File: config.mk
export PLATFORM = sky130hd
export DESIGN_NAME = nibble_mem_responder
export DESIGN_NICKNAME = d
export VERILOG_FILES = /design/src/rtl/nibble_pkg.sv /design/src/rtl/nibble_ram.sv /design/src/rtl/nibble_mem_responder.sv
export SDC_FILE = /design/constraint.sdc
export NUM_CORES = 1
export LEC_CHECK = 0
export ABC_AREA = 1
export BUFFER_PORTS_ARGS = -buffer_cell sky130_fd_sc_hd__buf_2
export CORE_ASPECT_RATIO = 1.75
export CORE_MARGIN = 10
export CORE_UTILIZATION = 55
export CTS_CLUSTER_DIAMETER = 50
export DETAILED_ROUTE_END_ITERATION = 10
export PLACE_DENSITY = 0.74
export SLEW_MARGIN = 20
export SYNTH_ARGS = -nofsm -noshare
export SYNTH_HDL_FRONTEND = slang
export SYNTH_SLANG_ARGS = --single-unit
File: constraint.sdc
create_clock -name clk -period 1.4 [get_ports clk]
set_input_delay 0.07 -clock clk [delete_from_list [all_inputs] [get_ports clk]]
set_output_delay 0.07 -clock clk [all_outputs]
set_load 0.01 [all_outputs]
File: src/rtl/nibble_pkg.sv
// nibble_pkg -- shared definitions for the Nibble CPU memory responder.
//
// Contents:
//   NIBBLE_W   : native data width (one nibble).
//   state_t    : responder FSM states {IDLE, WAIT, ACK}.
//   parity_of  : even-parity bit of a nibble. It is only referenced when
//                NIBBLE_PARITY_EN is defined.
package nibble_pkg;

    localparam int NIBBLE_W = 4;

    typedef enum logic [1:0] {
        IDLE = 2'd0,
        WAIT = 2'd1,
        ACK  = 2'd2
    } state_t;

    // Returns the bit that makes {parity, data} contain an even number of ones.
    function automatic logic parity_of(input logic [NIBBLE_W-1:0] data);
        return ^data;
    endfunction

endpackage

File: src/rtl/nibble_ram.sv
// nibble_ram -- register-array nibble memory used by nibble_mem_responder.
//
// Build option: NIBBLE_PARITY_EN adds one even-parity bit per word. Parity is
// computed on write and checked on read, and the read result is the perr flag.
//
// Ports:
//   clk      in   rising-edge clock
//   reset    in   asynchronous active-low clear of every word and of the read
//                 register
//   wr_en    in   write strobe: mem[addr] <= wdata
//   rd_en    in   read strobe: rdata <= mem[addr] (registered)
//   addr     in   word address, ADDR_W bits
//   wdata    in   write data, DATA_W bits
//   perr_clr in   (NIBBLE_PARITY_EN only) clears perr
//   perr     out  (NIBBLE_PARITY_EN only) registered parity mismatch of the
//                 last read
//   rdata    out  registered read data
module nibble_ram
    import nibble_pkg::*;
#(
    parameter int ADDR_W = 4,
    parameter int DATA_W = NIBBLE_W
) (
    input  logic              clk,
    input  logic              reset,
    input  logic              wr_en,
    input  logic              rd_en,
    input  logic [ADDR_W-1:0] addr,
    input  logic [DATA_W-1:0] wdata,
`ifdef NIBBLE_PARITY_EN
    input  logic              perr_clr,
    output logic              perr,
`endif
    output logic [DATA_W-1:0] rdata
);

    localparam int DEPTH = 2 ** ADDR_W;

`ifdef NIBBLE_PARITY_EN
    localparam int WORD_W = DATA_W + 1;
`else
    localparam int WORD_W = DATA_W;
`endif

    logic [WORD_W-1:0] mem [DEPTH];
    logic [WORD_W-1:0] wword;

`ifdef NIBBLE_PARITY_EN
    assign wword = {parity_of(wdata), wdata};
`else
    assign wword = wdata;
`endif

    // NOTE: this array is small enough to build from flops, so it can take the
    // asynchronous clear. A block RAM macro could not be reset this way.
    always_ff @(posedge clk or negedge reset) begin
        if (!reset) begin
            for (int i = 0; i < DEPTH; i++) begin
                mem[i] <= '0;
            end
        end else if (wr_en) begin
            // NOTE: non-blocking assignment, so every reader sees the value
            // from before this edge no matter what order the blocks run in.
            mem[addr] <= wword;
        end
    end

    always_ff @(posedge clk or negedge reset) begin
        if (!reset) begin
            rdata <= '0;
        end else if (rd_en) begin
            rdata <= mem[addr][DATA_W-1:0];
        end
    end

`ifdef NIBBLE_PARITY_EN
    // A stored word, parity bit included, XORs to zero when it is intact.
    // Words cleared by reset are all zero, and that is a valid word.
    always_ff @(posedge clk or negedge reset) begin
        if (!reset) begin
            perr <= 1'b0;
        end else if (perr_clr) begin
            perr <= 1'b0;
        end else if (rd_en) begin
            perr <= ^mem[addr];
        end
    end
`endif

endmodule

File: src/rtl/nibble_mem_responder.sv
// nibble_mem_responder -- memory-side responder for the Nibble CPU control
// unit. It answers four-phase req/ack read and write transactions and inserts
// WAIT_CYCLES wait states before it raises ack.
//
// Build option: NIBBLE_PARITY_EN enables per-word parity and the perr flag.
// When it is not defined, perr is tied to 0.
//
// Ports:
//   clk    in   rising-edge clock
//   reset  in   asynchronous active-low reset
//   req    in   four-phase transaction request
//   we     in   1 = write, 0 = read (sampled with req)
//   addr   in   word address, ADDR_W bits (sampled with req)
//   wdata  in   write data, DATA_W bits (sampled with req)
//   rdata  out  registered read data, valid while ack = 1
//   ack    out  registered acknowledge
//   busy   out  registered, high whenever the FSM is not in IDLE
//   perr   out  read parity error, valid while ack = 1
module nibble_mem_responder
    import nibble_pkg::*;
#(
    parameter int ADDR_W      = 4,
    parameter int DATA_W      = NIBBLE_W,
    parameter int WAIT_CYCLES = 1
) (
    input  logic              clk,
    input  logic              reset,
    input  logic              req,
    input  logic              we,
    input  logic [ADDR_W-1:0] addr,
    input  logic [DATA_W-1:0] wdata,
    output logic [DATA_W-1:0] rdata,
    output logic              ack,
    output logic              busy,
    output logic              perr
);

    localparam logic [3:0] WAIT_CNT = 4'(WAIT_CYCLES);

    state_t            state;
    logic [3:0]        cnt;
    logic              we_l;
    logic [ADDR_W-1:0] addr_l;
    logic [DATA_W-1:0] wdata_l;

    logic accept;
    logic access;
    logic wr_en;
    logic rd_en;

    // accept: a request is taken this edge. access: the memory operation
    // happens this edge, on the same edge that raises ack.
    assign accept = (state == IDLE) && req;
    assign access = (state == WAIT) && (cnt == 4'd0);
    assign wr_en  = access && we_l;
    assign rd_en  = access && !we_l;

    always_ff @(posedge clk or negedge reset) begin
        if (!reset) begin
            state   <= IDLE;
            cnt     <= 4'd0;
            we_l    <= 1'b0;
            addr_l  <= '0;
            wdata_l <= '0;
            ack     <= 1'b0;
            busy    <= 1'b0;
        end else begin
            case (state)
                IDLE: begin
                    if (accept) begin
                        we_l    <= we;
                        addr_l  <= addr;
                        wdata_l <= wdata;
                        cnt     <= WAIT_CNT;
                        state   <= WAIT;
                        busy    <= 1'b1;
                    end
                end
                WAIT: begin
                    // The transaction completes even if req has already
                    // dropped. ACK then releases after a single cycle.
                    if (cnt == 4'd0) begin
                        state <= ACK;
                        ack   <= 1'b1;
                    end else begin
                        cnt <= cnt - 4'd1;
                    end
                end
                ACK: begin
                    if (!req) begin
                        state <= IDLE;
                        ack   <= 1'b0;
                        busy  <= 1'b0;
                    end
                end
                default: begin
                    state <= IDLE;
                    ack   <= 1'b0;
                    busy  <= 1'b0;
                end
            endcase
        end
    end

    nibble_ram #(
        .ADDR_W(ADDR_W),
        .DATA_W(DATA_W)
    ) u_ram (
        .clk     (clk),
        .reset   (reset),
        .wr_en   (wr_en),
        .rd_en   (rd_en),
        .addr    (addr_l),
        .wdata   (wdata_l),
`ifdef NIBBLE_PARITY_EN
        .perr_clr(accept),
        .perr    (perr),
`endif
        .rdata   (rdata)
    );

`ifndef NIBBLE_PARITY_EN
    assign perr = 1'b0;
`endif

endmodule

==> impl_metrics.tcl, run 1 <==
set metrics [dict create \
    critical_path.max_stage_delay_ns 0.38 \
    synth.yosys.seq_area_share_pct 52.0 \
    die_h_um 134 \
    timing.critical_path.from_type "flop" \
    core_area_sq_um 7230 \
    global_route_wire_length_before_repair_um 16700 \
    tcrit_tclk_final_pct 110 \
    antenna_cells_inserted 0 \
    final_critical_path_required_period_ns 1.53 \
    postRouteAntennaNets 0 \
    htree_num_levels 3 \
    crit_chain "inv_2, ha_4, nand3_4, nor2_8, nand2_8, nor2_8, nand2_4, nand2_1, o21ai_1" \
    critical_path_peak_fanout 8 \
    cts.clk_slew.worst_paths_ns 0.06 \
    via_count_of_the_routed_design 3421 \
    worstSetupPathType "reg -> reg" \
    ys_seq_elements 85 \
    stdcell_count 633 \
    failed_checks "negative setup slack" \
    place_congestion 0.838 \
    cellPowerDensity_nw_per_um2 2070 \
    syn-instance-count 489 \
    detail_route.wirelength_um 9990 \
    dieArea_sq_um 11400 \
    grt_max_degree 38 \
    setup_viol 69 \
    tritoncts "built" \
    final_layout_size_suffix_gt1_share_pct 26.1 \
    boundaryPins 19 \
    rows 41 \
    first_iter_violations 282 \
    count_of_buffers_from_port_buffering 17 \
    post_dp_hpwl_um 6960 \
    floorplan.initialDensity_pct 56.6 \
    synth.top_cell.area_share_pct 52.0 \
    cts-buffers-inserted 9 \
    fin_setup_tns_ns -6.90 \
    wl_per_cell_um 15.8 \
    final_critical_path_setup_slack_ns -0.134 \
    slew_violations 0 \
    number_of_antenna_violations_at_the_first_check_in_global_routing 0 \
    clock_latency_ns 0.34 \
    design.final.nets 557 \
    summed_instance_area_of_the_synthesized_netlist_sq_um 4090 \
    hp-class "in -> reg" \
    synth_area_leaders "dfrtp_1, nand2_1, o21ai_1" \
    detailedRoute.firstPassIterationCount 5 \
    worstSetupEndpointType "flop" \
    dp_cells 603 \
    cts.path.max_buffers 2 \
    flow.area_growth_from_synthesis_pct 23.8 \
    route.detailed.drc 0 \
    maxCapViolations 0 \
    outcome "finished with violations" \
    max_rail_drop_vdd_mv 1.77 \
    die_x_um 85.2 \
    finalClockSkew_ns 0.00529 \
    synth.avg_cell_area_sq_um 8.37 \
    drt-vias-per-instance 5.40 \
    leakagePower_uw 0.00265 \
    cp.required_ns 1.61 \
    critical-path-top-cell-by-count "nor2_8" \
    cts_root_buffer "clkbuf_16" \
    synthDominantAreaCellType "dfrtp_1" \
    highest_clock_frequency_the_design_can_meet_ghz 0.652 \
    slowest_stage "dfrtp_1" \
    cts_sinks 85 \
    gr-usage-all-layers_pct 18.0 \
    number_of_nets_produced_by_synthesis 503 \
    first_global_vias 3500 \
    grt.overflow.total 0 \
    rsz0062_at_grt "yes" \
    final_hold_viol_count 0 \
    yosysWarnings 0 \
    synth.lib_cells_used.distinct 27 \
    cp_data_arrival_time_ns 1.75 \
]
## final cells by class
cell class | instances | area, sq um
repair buffers | 60 | 543
clock buffers | 11 | 233
flip-flops and latches | 85 | 2130
inverters | 21 | 80.1
clock inverters | 4 | 26.3
fillers | 526 | 2160
multi-input cells | 366 | 1950
well taps | 86 | 108
## layout by cell type, fill, tap and decap left out, drive strengths merged
cell,instances
ha,2
nor2,22
nand2,222
dfrtp,85
buf,50
inv,20
clkinv,4
o21ai,77
o22ai,1
nor3,2
dlygate4sd3,10
nand4,6
or2,4
nand3,27
clkinvlp,1
conb,1
a21oi,2
clkbuf,11
## kinds of logic (layout without fill, tap and decap cells)
group | Yosys count | after routing | synth area share [%]
AO/OA/AOI/OAI | 80 | 80 | 9.90
buffers and inverters | 38 | 96 | 3.97
other | 1 | 1 | 0.0916
adder cells (fa/ha/maj) | 2 | 2 | 0.611
AND/OR/NAND/NOR | 283 | 283 | 33.5
flip-flops | 85 | 85 | 52.0
## sequential cells by signal, indices dropped and copies added, names as in the netlist, 2 cells and up
signal       flops
u_ram.mem       64
addr_l           4
cnt              4
u_ram.rdata      4
wdata_l          4
state            2
## critical path, delay by kind of cell (launching register included)
| kind | cells | cell delay [ns] |
|---|---|---|
| and+or+nand+nor | 6 | 0.72 |
| DFF | 1 | 0.38 |
| adders and majority gates | 1 | 0.15 |
| buffers and inverters | 1 | 0.09 |
| AOI/OAI and AO/OA | 1 | 0.06 |
## cells in the mapped netlist, drive strengths merged
master	n
conb	1
or2	4
ha	2
dfrtp	85
nand2	222
nand4	6
o22ai	1
inv	20
nor3	2
clkinv	1
nand3	27
clkbuf	10
buf	7
nor2	22
a21oi	2
o21ai	77
## what timing repair did
action                                  CTS  global route
pin swaps                                 6            11
endpoints found under the setup margin   68            72
setup buffers                             3             3
hold buffers                             10             0
gates resized for setup                   5            38
hold endpoints to repair                 94             0
## metrics by stage
step | worst slack [ns] | hold WS, ns | util, % | total power, uW | area [sq um]
floorplan | -0.0584 | -0.226 | - | 6350 | 4140
global placement | -0.117 | -0.0262 | 63.0 | 7910 | 4560
global route | -0.225 | 0.117 | 70.1 | 11200 | 5070
detailed placement | -0.134 | -0.0273 | 63.0 | 8030 | 4560
finish | -0.134 | 0.103 | 70.1 | 10500 | 5070
CTS | -0.136 | 0.0902 | 68.5 | 10300 | 4950
## final timing paths
kind                                            from                         to  slack (ns)  depth (start not counted)
setup / recovery                  cnt[1]$_DFFE_PN0P_  u_ram.mem[20]$_DFFE_PN0P_       -0.13                          9
hold reg to reg            u_ram.mem[24]$_DFFE_PN0P_  u_ram.mem[24]$_DFFE_PN0P_        0.49                          2
max in group asynchronous                      reset      addr_l[2]$_DFFE_PN0P_        0.77                          3
hold / removal                                   req           busy$_DFFE_PN0P_        0.10                          3
min in group asynchronous                      reset  u_ram.mem[14]$_DFFE_PN0P_        0.15                          2
setup reg to reg                  cnt[1]$_DFFE_PN0P_  u_ram.mem[20]$_DFFE_PN0P_       -0.13                          9
## where the power goes
group          total (uW)  switching [uW]  internal (uW)
sequential           3800             542           3260
combinational        4600            2780           1820
clock                2120             929           1190
## per-layer routing
metal | wire [um] | track usage [%]
met1 | 3960 | 19.9
met4 | 282 | 8.36
met5 | 0 | 0
met3 | 374 | 3.46
met2 | 5370 | 31.8
Power figures use the tool's default switching activity.
==> run 2: changes to the inputs <==
--- a/config.mk
+++ b/config.mk
@@ -7,7 +7,7 @@
 export LEC_CHECK = 0
 export ABC_AREA = 1
 export BUFFER_PORTS_ARGS = -buffer_cell sky130_fd_sc_hd__buf_2
-export CORE_ASPECT_RATIO = 1.75
+export CORE_ASPECT_RATIO = 0.8
 export CORE_MARGIN = 10
 export CORE_UTILIZATION = 55
 export CTS_CLUSTER_DIAMETER = 50
==> run 2 against run 1 <==
Effect of this change: the run still ends with negative setup slack left; count of clock-buffer cells in the layout decreased by 2; cell area down 2.0%; sequential power hardly changed; final cell count up 0.32%; sequential share of layout area rose by 0.84 points; utilization fell by 2.2 points; die area decreased by 1.0%; clock power shrank 17%; first-iteration DRC count is 33% lower; fmax down 3.0%; via count barely moved; sequential cell count stayed put; largest power group unchanged.
==> impl_metrics.tcl, run 2 (same netlist as run 1, synthesis figures left out) <==
set metrics [dict create \
    power.switching_uw 4310 \
    flow.area_growth_from_synthesis_pct 21.4 \
    postLayoutCellArea_sq_um 4970 \
    place_congestion 0.817 \
    outcome "finished with violations" \
    post_dp_hpwl_um 6280 \
    tcrit_tclk_final_pct 113 \
    dieArea_sq_um 11300 \
    power.share.switching_pct 42.6 \
    rr_startpoint "cnt[0]$_DFFE_PN0P_" \
    finish.utilization_pct 67.9 \
    final_critical_path_setup_slack_ns -0.181 \
    fraction_of_power_consumed_by_the_clock_network_pct 17.5 \
    whs_ns 0.0383 \
    cp_data_arrival_time_ns 1.82 \
    tritoncts "built" \
    wl_per_cell_um 15.6 \
    final_layout_size_suffix_gt1_share_pct 26.8 \
    htree_num_levels 3 \
    count_of_buffers_from_port_buffering 17 \
    detailedRoute.firstPassIterationCount 5 \
    postRouteAntennaNets 0 \
    sequentialPowerShare_pct 37.7 \
    floorplan.initialDensity_pct 55.9 \
    grt.overflow.total 0 \
    number_of_antenna_violations_at_the_first_check_in_global_routing 0 \
    critical_path_peak_fanout 8 \
    grt_max_degree 86 \
    hp-class "in -> reg" \
    design.final.nets 554 \
    worstSetupPathType "reg -> reg" \
    finalClockSkew_ns 0.0153 \
    first_global_vias 3286 \
    maxCapViolations 0 \
    cp-startpoint "cnt[0]$_DFFE_PN0P_" \
    via_count_of_the_routed_design 3420 \
    core_area_sq_um 7320 \
    setup_viol 72 \
    first_iter_violations 189 \
    slew_violations 0 \
    cts_sinks 85 \
    leakagePower_uw 0.00259 \
    mostFrequentLayoutCells "nand2_1, dfrtp_1, o21ai_1, nand2_2" \
    cts.clk_slew.worst_paths_ns 0.10 \
    p_comb_share_pct 44.8 \
    gr-usage-all-layers_pct 17.9 \
    rsz0062_at_grt "yes" \
    cts.path.max_buffers 2 \
    drt-vias-per-instance 5.39 \
    failed_checks "negative setup slack" \
    detail_route.wirelength_um 9890 \
    p_int_uw 5800 \
    cts-buffers-inserted 9 \
    holdCritStartpoint "req" \
    largest_register_ffs 64 \
    detailed_place.area_sq_um 4500 \
    die_x_um 116 \
    largest-register "u_ram.mem" \
    clock_latency_ns 0.36 \
    die_h_um 97.2 \
    cp.required_ns 1.64 \
    layout_commonest_cell "nand2_1" \
    route.detailed.drc 0 \
    timing.critical_path.from_type "flop" \
    worstSetupEndpointType "flop" \
    max_rail_drop_vdd_mv 1.51 \
    final_critical_path_required_period_ns 1.58 \
    rows 28 \
    cts_root_buffer "clkbuf_8" \
    antenna_cells_inserted 0 \
    cellPowerDensity_nw_per_um2 2030 \
    boundaryPins 19 \
    final_hold_viol_count 0 \
    fin_setup_tns_ns -10.27 \
    global_route_wire_length_before_repair_um 16400 \
    highest_clock_frequency_the_design_can_meet_ghz 0.632 \
]
## run 2: changes by cell type in the layout (fill, tap and decap cells not counted), moves of 2 or more
cell,change
clkbuf_1,-2
clkinvlp_4,+2
clkbuf_16,-9
buf_12,-3
clkbuf_8,+9
## run 2: cell type report
class,instances,area (sq um)
multi-input combinational,366,1970
inverter,21,80.1
timing repair buffer,57,479
clock inverter,7,75.1
tap,90,113
sequential,85,2130
fill,592,2350
clock buffer,9,124
## run 2: metal layers
layer,vias to the layer above,wire [um],track usage (%)
li1,1674,-,-
met4,0,133,4.71
met2,98,4720,28.1
met5,-,0,0
met1,1632,4550,24.4
met3,16,491,3.70
## run 2: through the flow
step,power (uW),cells,setup WS (ns)
5_1_grt,10700,635,-0.256
4_1_cts,9810,632,-0.163
2_1_floorplan,6350,489,-0.0584
3_5_place_dp,7870,603,-0.143
6_report,10100,635,-0.181
3_3_place_gp,7750,603,-0.0935
## run 2: critical path: stages, from the launching register on
cell	delay [ns]
dfrtp_1	0.40
inv_2	0.08
ha_4	0.15
nand3_4	0.09
nor2_8	0.15
nand2_8	0.11
nor2_8	0.21
nand2_4	0.12
nand2_2	0.09
o21ai_2	0.05
## run 2: worst paths after layout
check	cells past startpoint	slack [ns]	endpoint
min in group asynchronous	3	0.27	u_ram.mem[46]$_DFFE_PN0P_
hold reg to reg	2	0.49	ack$_DFFE_PN0P_
hold / removal	3	0.04	busy$_DFFE_PN0P_
max in group asynchronous	3	0.74	u_ram.mem[23]$_DFFE_PN0P_
setup reg to reg	9	-0.18	u_ram.mem[10]$_DFFE_PN0P_
setup / recovery	9	-0.18	u_ram.mem[10]$_DFFE_PN0P_
## run 2: power by group through the flow
stage | combinational (uW) | sequential, uW | clock, uW
2_1_floorplan | 2620 | 3730 | 0
4_1_cts | 4270 | 3760 | 1790
3_5_place_dp | 4070 | 3800 | 0
6_report | 4530 | 3820 | 1770
3_3_place_gp | 3980 | 3770 | 0
5_1_grt | 4940 | 3910 | 1890
## run 2: repair_timing
item	4_1_cts	5_1_grt
cloned	0	0
setup buffers	3	3
gates resized for setup	10	36
setup endpoints to repair	68	71
endpoints found under the hold margin	94	0
pin swaps	7	12
hold buffers	10	0
==> run 3: changes to the inputs <==
--- a/config.mk
+++ b/config.mk
@@ -9,10 +9,11 @@
 export BUFFER_PORTS_ARGS = -buffer_cell sky130_fd_sc_hd__buf_2
 export CORE_ASPECT_RATIO = 0.8
 export CORE_MARGIN = 10
-export CORE_UTILIZATION = 55
+export CORE_UTILIZATION = 57
 export CTS_CLUSTER_DIAMETER = 50
 export DETAILED_ROUTE_END_ITERATION = 10
 export PLACE_DENSITY = 0.74
+export SETUP_SLACK_MARGIN = 0.02
 export SLEW_MARGIN = 20
 export SYNTH_ARGS = -nofsm -noshare
 export SYNTH_HDL_FRONTEND = slang
==> constraint.sdc (replaced) <==
create_clock -name clk -period 2 [get_ports clk]
set_input_delay 0.1 -clock clk [delete_from_list [all_inputs] [get_ports clk]]
set_output_delay 0.1 -clock clk [all_outputs]
set_load 0.01 [all_outputs]
==> run 3 against run 2 <==
Effect of this change: the flow now finishes without violations; non-clock buffer count is 20 lower; global-route usage shrank 0.52 points; power down 39%; largest cell class unchanged.
==> impl_metrics.tcl, run 3 (same netlist as run 1, synthesis figures left out) <==
set metrics [dict create \
    outcome "finished, final reports clean" \
    final_critical_path_required_period_ns 1.71 \
    clock_latency_ns 0.37 \
    tcrit_tclk_final_pct 85.3 \
    tritoncts "built" \
    slew_violations 0 \
    count_of_buffers_from_port_buffering 17 \
    detailedRoute.firstPassIterationCount 5 \
    boundaryPins 19 \
    die_h_um 95.8 \
    drt-vias-per-instance 5.34 \
    cts-buffers-inserted 9 \
    critical_path_peak_fanout 8 \
    global_route_wire_length_before_repair_um 15300 \
    worstSetupPathType "reg -> reg" \
    mostFrequentLayoutCells "nand2_1, dfrtp_1, o21ai_1, nand3_1, buf_2" \
    finalClockSkew_ns 0.00777 \
    route.detailed.drc 0 \
    worst_slew_slack_as_a_fraction_of_its_limit_pct 58.7 \
    number_of_antenna_violations_at_the_first_check_in_global_routing 0 \
    grt.overflow.total 0 \
    largest-register "u_ram.mem" \
    post_dp_hpwl_um 6030 \
    die_x_um 115 \
    final_hold_viol_count 0 \
    first_global_vias 3097 \
    maxCapViolations 0 \
    rr_startpoint "cnt[1]$_DFFE_PN0P_" \
    antenna_cells_inserted 0 \
    gr-usage-all-layers_pct 17.4 \
    worst_pin_slew_ns 0.619 \
    place_congestion 0.865 \
    wl_per_cell_um 14.5 \
    postRouteAntennaNets 0 \
    whs_ns 0.0634 \
    first_iter_violations 257 \
    design.final.nets 534 \
    cp.required_ns 2.23 \
    hp-class "in -> reg" \
    via_count_of_the_routed_design 3268 \
    leakagePower_uw 0.00240 \
    core_area_sq_um 6930 \
    timing.critical_path.from_type "flop" \
    fillers 580 \
    max_rail_drop_vdd_mv 1.01 \
    largest_register_ffs 64 \
    flow.area_growth_from_synthesis_pct 11.9 \
    detail_route.wirelength_um 8860 \
    postCtsHoldBufs 10 \
    final_layout_size_suffix_gt1_share_pct 15.8 \
    setup_viol 0 \
    rsz0062_at_grt "no" \
    cts_resized 0 \
    layout_commonest_cell "nand2_1" \
    dieArea_sq_um 11000 \
    cp_data_arrival_time_ns 1.93 \
    cts_sinks 85 \
    cts_root_buffer "clkbuf_8" \
    htree_num_levels 3 \
    holdCritStartpoint "req" \
    cp-startpoint "cnt[1]$_DFFE_PN0P_" \
    highest_clock_frequency_the_design_can_meet_ghz 0.586 \
    worstSetupEndpointType "flop" \
    cts.path.max_buffers 2 \
    floorplan.initialDensity_pct 59.1 \
    rows 27 \
    fin_setup_tns_ns 0 \
    grt_max_degree 47 \
    cts.clk_slew.worst_paths_ns 0.09 \
    post_cts_buffers 0 \
    cellPowerDensity_nw_per_um2 1350 \
]
## run 3: cell count changes in the layout (fill, tap and decap cells not counted), moves of 3 or more
cell     change
buf_12       -3
o21ai_2      -6
o21ai_1      +3
nand2_1     +32
nand2_2     -26
nand2_4      -6
buf_4       -16
o21ai_0      +3
## run 3: final timing paths
check	endpoint	slack (ns)	cells after the start
max reg2reg	u_ram.mem[7]$_DFFE_PN0P_	0.29	9
min reg2reg	ack$_DFFE_PN0P_	0.47	2
min	busy$_DFFE_PN0P_	0.06	3
max	u_ram.mem[7]$_DFFE_PN0P_	0.29	9
max in group asynchronous	u_ram.mem[17]$_DFFE_PN0P_	1.11	3
min in group asynchronous	u_ram.mem[42]$_DFFE_PN0P_	0.29	2
## run 3: area by class of cell
cell class	instances	area [sq um]	area share, %
sequential	85	2130	46.4
inverter	21	80.1	1.75
timing repair buffer	37	288	6.28
tap	87	109	2.38
multi-input combinational	366	1800	39.4
clock buffer	9	124	2.70
clock inverter	7	51.3	1.12
## run 3: metal layers
layer	global-route usage (%)	routed length [um]
met5	0	0
met1	24.1	4360
met3	4.73	506
met4	5.04	133
met2	26.2	3860
## run 3: per-stage QoR
step                      cells  instance area (sq um)  total power [uW]  setup slack [ns]  util [%]
final                       612                   4580              6170             0.295      66.2
after global routing        612                   4580              6660             0.118      66.2
after CTS                   612                   4580              6210             0.293      66.2
after detailed placement    586                   4310              5100             0.302      62.2
after global placement      586                   4310              5040             0.355      62.2
after floorplan             489                   4090              4390             0.475         -
## run 3: where the power goes
part	switching, uW	leakage [uW]	internal (uW)
combinational	1650	0.00117	774
clock	648	0.0000856	454
sequential	377	0.00114	2270
total	2670	0.00240	3500
## run 3: worst max-delay path: stages (launching register included)
cell and delay, ns:
dfrtp_1 0.37, inv_1 0.12, ha_1 0.20, nand3_2 0.15, nor2_8 0.15, nand2_8 0.11, nor2_8 0.20, nand2_4 0.11
nand2_1 0.08, o21ai_1 0.07
